File: src/rtl/iq_packer_pkg.sv
// iq_pkg: shared types, constants and helpers for the receive-side IQ packer.
//   state_e   - packer FSM states (IDLE, RUN, DRAIN)
//   WORD_W    - width of a packed output word
//   FRAME_LOG2- default log2 of words per frame (one 16-beat burst)
//   IQ_HALF_W - width of each half of a packed word
//   pack_iq   - sign-extends an I/Q pair of width iw and packs it {I, Q}
package iq_pkg;

  typedef enum logic [1:0] {
    IDLE  = 2'd0,
    RUN   = 2'd1,
    DRAIN = 2'd2
  } state_e;

  localparam int WORD_W     = 32;
  localparam int FRAME_LOG2 = 4;
  localparam int IQ_HALF_W  = 16;

  // Inputs arrive zero-padded to IQ_HALF_W; bits at or above iw are replaced
  // by bit iw-1, so iw == IQ_HALF_W passes the samples through unchanged.
  function automatic logic [WORD_W-1:0] pack_iq(
    input logic [IQ_HALF_W-1:0] i,
    input logic [IQ_HALF_W-1:0] q,
    input int                   iw
  );
    logic [IQ_HALF_W-1:0] si;
    logic [IQ_HALF_W-1:0] sq;
    logic [3:0]           msb;
    msb = 4'(iw - 1);
    for (int b = 0; b < IQ_HALF_W; b++) begin
      si[b] = (b < iw) ? i[b] : i[msb];
      sq[b] = (b < iw) ? q[b] : q[msb];
    end
    return {si, sq};
  endfunction

endpackage

File: src/rtl/iq_packer_if.sv
// iq_packer_if: sample-in / word-out bundle of the IQ packer.
//   rx_valid, rx_i, rx_q - input pair strobe and two's complement samples
//   Sin, Ien, sync       - packed word, word valid, frame-start marker
// master: the side feeding samples and observing words (front-end / bench)
// slave : the packer itself
interface iq_packer_if
  import iq_pkg::*;
#(
  parameter int IW = 12
);
  logic              rx_valid;
  logic [IW-1:0]     rx_i;
  logic [IW-1:0]     rx_q;
  logic [WORD_W-1:0] Sin;
  logic              Ien;
  logic              sync;

  modport master (output rx_valid, rx_i, rx_q, input Sin, Ien, sync);
  modport slave  (input rx_valid, rx_i, rx_q, output Sin, Ien, sync);
endinterface

File: src/rtl/iq_packer_decim.sv
// iq_decim: power-of-two decimator for the IQ packer.
//   clk_i, rst_ni - clock and asynchronous active-low reset
//   start_i       - run start; latches dec_i and clears the phase counter
//   dec_i         - decimation exponent, keep 1 of every 2^dec pairs
//   valid_i       - pair accepted this cycle
//   keep_o        - accepted pair is the one to keep (phase counter at 0)
module iq_decim (
  input  logic       clk_i,
  input  logic       rst_ni,
  input  logic       start_i,
  input  logic [2:0] dec_i,
  input  logic       valid_i,
  output logic       keep_o
);

  logic [2:0] decR_q, decR_d;
  logic [7:0] dcnt_q, dcnt_d;
  logic [7:0] dcntMax;

  assign dcntMax = (8'd1 << decR_q) - 8'd1;
  assign keep_o  = valid_i && (dcnt_q == 8'd0);

  // The exponent is only sampled at start, so dec changes mid-run are ignored.
  always_comb begin
    decR_d = decR_q;
    dcnt_d = dcnt_q;
    if (start_i) begin
      decR_d = dec_i;
      dcnt_d = 8'd0;
    end else if (valid_i) begin
      dcnt_d = (dcnt_q == dcntMax) ? 8'd0 : dcnt_q + 8'd1;
    end
  end

  always_ff @(posedge clk_i or negedge rst_ni) begin
    if (!rst_ni) begin
      decR_q <= 3'd0;
      dcnt_q <= 8'd0;
    end else begin
      decR_q <= decR_d;
      dcnt_q <= dcnt_d;
    end
  end

endmodule

File: src/rtl/iq_packer.sv
// iq_packer: packs decimated 12-bit I/Q pairs into 32-bit words grouped in
// fixed frames, padding a stopped frame with zero words.
//   Sclk, rst_n - sample clock, asynchronous active-low reset
//   en          - run request (level)
//   dec         - decimation exponent, latched when a run starts
//   bus         - sample input and packed word output (slave side)
//   busy        - packer is not idle
//   frame_cnt   - completed frames since reset, wrapping
module iq_packer
  import iq_pkg::*;
#(
  parameter int IW         = 12,
  parameter int FRAME_LOG2 = iq_pkg::FRAME_LOG2
) (
  input  logic               Sclk,
  input  logic               rst_n,
  input  logic               en,
  input  logic [2:0]         dec,
  iq_packer_if.slave         bus,
  output logic               busy,
  output logic [WORD_W-1:0]  frame_cnt
);

  state_e                  state_q, state_d;
  logic [FRAME_LOG2-1:0]   wcnt_q, wcnt_d;
  logic [WORD_W-1:0]       sin_q, sin_d;
  logic                    ien_q, ien_d;
  logic                    sync_q, sync_d;
  logic                    busy_q, busy_d;
  logic [WORD_W-1:0]       frameCnt_q, frameCnt_d;

  logic                    start;
  logic                    accept;
  logic                    keep;
  logic                    wcntLast;
  logic [IQ_HALF_W-1:0]    iExt;
  logic [IQ_HALF_W-1:0]    qExt;

  // A pair arriving in the cycle en drops is never accepted, so the frame
  // position seen when deciding IDLE vs DRAIN is final.
  assign start    = (state_q == IDLE) && en;
  assign accept   = (state_q == RUN) && en && bus.rx_valid;
  assign wcntLast = &wcnt_q;

  always_comb begin
    iExt         = '0;
    qExt         = '0;
    iExt[IW-1:0] = bus.rx_i;
    qExt[IW-1:0] = bus.rx_q;
  end

  iq_decim u_decim (
    .clk_i   (Sclk),
    .rst_ni  (rst_n),
    .start_i (start),
    .dec_i   (dec),
    .valid_i (accept),
    .keep_o  (keep)
  );

  // Sin keeps its last value when no word is emitted; Ien/sync are pulses.
  always_comb begin
    state_d    = state_q;
    wcnt_d     = wcnt_q;
    sin_d      = sin_q;
    ien_d      = 1'b0;
    sync_d     = 1'b0;
    frameCnt_d = frameCnt_q;
    unique case (state_q)
      IDLE: begin
        if (en) begin
          state_d = RUN;
          wcnt_d  = '0;
        end
      end
      RUN: begin
        if (!en) begin
          state_d = (wcnt_q == '0) ? IDLE : DRAIN;
        end else if (keep) begin
          sin_d  = pack_iq(iExt, qExt, IW);
          ien_d  = 1'b1;
          sync_d = (wcnt_q == '0);
          wcnt_d = wcnt_q + 1'b1;
          if (wcntLast) frameCnt_d = frameCnt_q + 32'd1;
        end
      end
      DRAIN: begin
        sin_d  = '0;
        ien_d  = 1'b1;
        wcnt_d = wcnt_q + 1'b1;
        if (wcntLast) begin
          frameCnt_d = frameCnt_q + 32'd1;
          state_d    = IDLE;
        end
      end
      default: state_d = IDLE;
    endcase
    busy_d = (state_d != IDLE);
  end

  always_ff @(posedge Sclk or negedge rst_n) begin
    if (!rst_n) begin
      state_q    <= IDLE;
      wcnt_q     <= '0;
      sin_q      <= '0;
      ien_q      <= 1'b0;
      sync_q     <= 1'b0;
      busy_q     <= 1'b0;
      frameCnt_q <= '0;
    end else begin
      state_q    <= state_d;
      wcnt_q     <= wcnt_d;
      sin_q      <= sin_d;
      ien_q      <= ien_d;
      sync_q     <= sync_d;
      busy_q     <= busy_d;
      frameCnt_q <= frameCnt_d;
    end
  end

  assign bus.Sin   = sin_q;
  assign bus.Ien   = ien_q;
  assign bus.sync  = sync_q;
  assign busy      = busy_q;
  assign frame_cnt = frameCnt_q;

endmodule

File: src/flat_wrapper.sv
// flat-port wrapper written by rule: the top's interface ports become plain ports
module iq_packer_flat import iq_pkg::*;
#(
  parameter int IW         = 12,
  parameter int FRAME_LOG2 = iq_pkg::FRAME_LOG2
)
  (Sclk, rst_n, en, dec, busy, frame_cnt, bus_rx_valid, bus_rx_i, bus_rx_q, bus_Sin, bus_Ien, bus_sync);
  iq_packer_if #(.IW(IW)) bus_i ();
  input  logic Sclk;
  input  logic rst_n;
  input  logic en;
  input  logic [2:0] dec;
  output logic busy;
  output logic [WORD_W-1:0] frame_cnt;
  input wire logic [$bits(bus_i.rx_valid)-1:0] bus_rx_valid;
  input wire logic [$bits(bus_i.rx_i)-1:0] bus_rx_i;
  input wire logic [$bits(bus_i.rx_q)-1:0] bus_rx_q;
  output wire logic [$bits(bus_i.Sin)-1:0] bus_Sin;
  output wire logic [$bits(bus_i.Ien)-1:0] bus_Ien;
  output wire logic [$bits(bus_i.sync)-1:0] bus_sync;
  assign bus_i.rx_valid = bus_rx_valid;
  assign bus_i.rx_i = bus_rx_i;
  assign bus_i.rx_q = bus_rx_q;
  assign bus_Sin = bus_i.Sin;
  assign bus_Ien = bus_i.Ien;
  assign bus_sync = bus_i.sync;
  iq_packer #(.IW(IW), .FRAME_LOG2(FRAME_LOG2)) u_core (.Sclk(Sclk), .rst_n(rst_n), .en(en), .dec(dec), .bus(bus_i), .busy(busy), .frame_cnt(frame_cnt));
endmodule
File: config.mk
export PLATFORM = sky130hd
export DESIGN_NAME = iq_packer_flat
export DESIGN_NICKNAME = d
export VERILOG_FILES = /design/src/rtl/iq_packer_pkg.sv /design/src/rtl/iq_packer_if.sv /design/src/rtl/iq_packer_decim.sv /design/src/rtl/iq_packer.sv /design/src/flat_wrapper.sv
export SDC_FILE = /design/constraint.sdc
export NUM_CORES = 1
export LEC_CHECK = 0
export BUFFER_PORTS_ARGS = -buffer_cell sky130_fd_sc_hd__buf_2
export CORE_UTILIZATION = 30
export CTS_CLUSTER_SIZE = 30
export DETAILED_ROUTE_END_ITERATION = 16
export HOLD_SLACK_MARGIN = 0.08
export MAX_ROUTING_LAYER = met4
export PLACE_DENSITY = 0.52
export SETUP_SLACK_MARGIN = 0.3
export SYNTH_ARGS = -nofsm -noshare
export SYNTH_HDL_FRONTEND = slang
export SYNTH_SLANG_ARGS = --single-unit
export TNS_END_PERCENT = 10
File: constraint.sdc
create_clock -name Sclk -period 2.51 [get_ports Sclk]
set_input_delay 0.3765 -clock Sclk [delete_from_list [all_inputs] [get_ports Sclk]]
set_output_delay 0.3765 -clock Sclk [all_outputs]
set_load 0.1 [all_outputs]
==> flow_metrics.py <==
metrics = {
    "route": {
        "via_count": 2807,
        "routed_via_density": 4.78,
        "drtAntennaViolNets": 0,
        "drt_wl_total_microns": 8260,
        "remaining_drc_errors": 0,
        "drt_first_pass_iters": 4,
        "drtIter0Drc": 108,
        "wl_per_cell_microns": 14.1,
    },
    "clock_tree": {
        "cts.sinks": 76,
        "clk_latency_ns": 0.33,
        "cts-htree-levels": 3,
        "cts-root-buf": "clkbuf_16",
        "cts_made_buffers": 9,
        "clockBufferDepth": 2,
        "cts_tree": "yes",
        "path_clk_slew_ns": 0.06,
    },
    "global_routing": {
        "grt_overflow": 0,
        "gr-usage-all-layers_pct": 13.7,
        "grtUsageMet3_pct": 2.92,
        "busiest_layer": "met2",
        "grt_antenna_before_repair": 0,
        "use_met1_pct": 16.8,
        "grt_max_degree": 32,
        "grt_pass1_vias": 2726,
        "use_met2_pct": 21.9,
        "grt_pass1_wl_microns": 13300,
    },
    "worst_setup_path": {
        "critPathMaxFanout": 6,
        "worstSetupStartpointType": "flop",
        "timing.critical_path.to_type": "flop",
        "arrival_ns": 2.35,
        "crit_type": "reg2reg",
        "cp.required_ns": 2.72,
    },
    "floorplanning": {
        "io_pins": 98,
        "fp.dieW_microns": 113,
        "core_area_sq_um": 12000,
        "rows": 40,
        "die_h_microns": 113,
        "initial_core_util_pct": 30.7,
        "die_area_sq_um": 12700,
    },
    "layout": {
        "drive_above_1_share_pct": 38.2,
        "fin_nets": 476,
        "mostFrequentLayoutCells": "buf_2, dfrtp_1, nand2_1",
        "antenna_cells": 0,
        "fillers": 1149,
        "area_delta_synth_final_pct": 30.2,
        "layout_commonest_cell": "buf_2",
    },
    "timing": {
        "tightest_slew_ns": 0.503,
        "finalSetupTns_ns": 0,
        "finalMaxSlewViolations": 0,
        "rsz0062_at_grt": "yes",
        "max_freq_ghz": 0.468,
        "worst_clock_skew_ns": 0.00663,
        "finalHoldViolCount": 0,
        "period_needed_ns": 2.14,
        "timing.hold.ws_ns": 0.260,
        "finalCritPeriodShare_pct": 85.1,
        "setup_viol": 0,
        "max-slew-margin-rel_pct": 66.7,
    },
    "yosys": {
        "synthesis.nets": 375,
        "ys.warnings.count": 0,
        "yosysUniqueCellTypes": 48,
        "syn_area_per_cell_sq_um": 11.0,
        "synth-seq-area-share_pct": 51.8,
        "yosys_register_bits": 76,
        "synth_cells": 334,
        "syn_area_sq_um": 3670,
        "synth_edf_count": 0,
        "ys.flop_type": "dfrtp_1",
        "synthArstFlopShare_pct": 100,
    },
    "placed_design": {
        "port_buffers": 97,
        "routabilityCongestion": 0.763,
        "hpwl_microns": 5840,
    },
    "power_and_ir_drop": {
        "vdd_drop_max_mv": 0.599,
        "power_density_nw_per_um2": 1200,
        "p_leak_nw": 2.32,
    },
    "run": {
        "drv_cap": 0,
    },
    "hold_path": {
        "hp-class": "in2reg",
    },
    "outcome": {
        "status": "completed",
    },
}
## worst max-delay path: stages, from the launching register on
cell	delay, ns
dfrtp_1	0.38
or3_4	0.41
ha_4	0.20
xor2_2	0.15
xnor2_1	0.19
o2111ai_2	0.21
o2bb2ai_4	0.21
mux2_2	0.28
## metrics by stage
stage | area [sq um] | setup slack [ns] | instances | total power, mW | utilization (%)
after floorplan | 3690 | 0.306 | 334 | 3.75 | -
after global placement | 4330 | 0.324 | 568 | 4.17 | 36.2
after detailed placement | 4330 | 0.243 | 568 | 4.20 | 36.2
after CTS | 4700 | 0.282 | 585 | 5.68 | 39.3
after global routing | 4780 | 0.232 | 587 | 6.04 | 40.0
final | 4780 | 0.373 | 587 | 5.73 | 40.0
## state kept, by name, summed over array words and instances (netlist names)
register	cells
u_core.bus.sync	1
u_core.u_decim.decR_q	3
u_core.busy	1
u_core.state_q	2
u_core.u_decim.dcnt_q	8
u_core.bus.Ien	1
u_core.bus.Sin	24
u_core.wcnt_q	4
u_core.frame_cnt	32
## cell families (layout without fill, tap and decap cells)
| family | count (synthesis) | in the layout | synth area share, % |
|---|---|---|---|
| adder cells (fa/ha/maj) | 10 | 10 | 3.41 |
| XOR/XNOR | 37 | 37 | 8.82 |
| AND/OR/NAND/NOR | 116 | 116 | 17.3 |
| multiplexers | 7 | 7 | 2.11 |
| buffers and inverters | 33 | 138 | 4.77 |
| AO/OA/AOI/OAI | 55 | 56 | 11.8 |
| flip-flops | 76 | 76 | 51.8 |
## cells in the mapped netlist (7+ instances only)
master | instances | area share [%]
nand3_1 | 23 | 3.1
nor2_1 | 14 | 1.4
ha_1 | 10 | 3.4
clkbuf_1 | 7 | 0.72
dfrtp_1 | 76 | 52
xor2_1 | 9 | 2.1
xnor2_1 | 28 | 6.7
buf_4 | 9 | 1.8
a22o_1 | 30 | 7.2
and3_1 | 8 | 1.4
nand2_1 | 34 | 3.5
inv_1 | 12 | 1.2
## report_power, final
| part | switching, mW | leakage (nW) | internal [mW] |
|---|---|---|---|
| combinational | 1.97 | 1.16 | 0.714 |
| sequential | 0.173 | 0.997 | 1.45 |
| clock | 0.521 | 0.160 | 0.906 |
| total | 2.66 | 2.32 | 3.07 |
## area by class of cell
cell class | instances | area, sq um | area share [%]
Clock inverter | 6 | 93.8 | 1.96
Clock buffer | 10 | 239 | 5.00
Tap cell | 147 | 184 | 3.85
Multi-Input combinational cell | 226 | 1710 | 35.7
Sequential cell | 76 | 1920 | 40.2
Timing Repair Buffer | 110 | 588 | 12.3
Inverter | 12 | 45.0 | 0.942
## final timing paths
| check | slack [ns] | depth (start not counted) | end | from |
|---|---|---|---|---|
| max | 0.37 | 7 | u_core.u_decim.dcnt_q[0] | u_core.u_decim.decR_q[2] |
| min reg2reg | 0.48 | 1 | u_core.frame_cnt[10] | u_core.frame_cnt[10] |
| min in group asynchronous | 0.52 | 2 | u_core.u_decim.decR_q[0] | rst_n |
| min | 0.26 | 2 | u_core.bus.Sin[23] | bus_rx_i[7] |
| max in group asynchronous | 1.39 | 3 | u_core.frame_cnt[13] | rst_n |
| max reg2reg | 0.37 | 7 | u_core.u_decim.dcnt_q[0] | u_core.u_decim.decR_q[2] |
## routing by layer
metal / vias up / part of all wire (%)
met1: 1367 / 46
met4: 0 / 1.5
met2: 59 / 49
met5: - / 0
li1: 1373 / -
met3: 8 / 3.3
## what timing repair did
item	in CTS	in global routing
resized for setup	5	10
hold endpoints to repair	28	0
hold buffers	1	0
cloned	0	1
buffers inserted	0	1
pin swaps	2	6
setup endpoints to repair	14	25
Note: power is estimated with default switching activity, not from simulation.
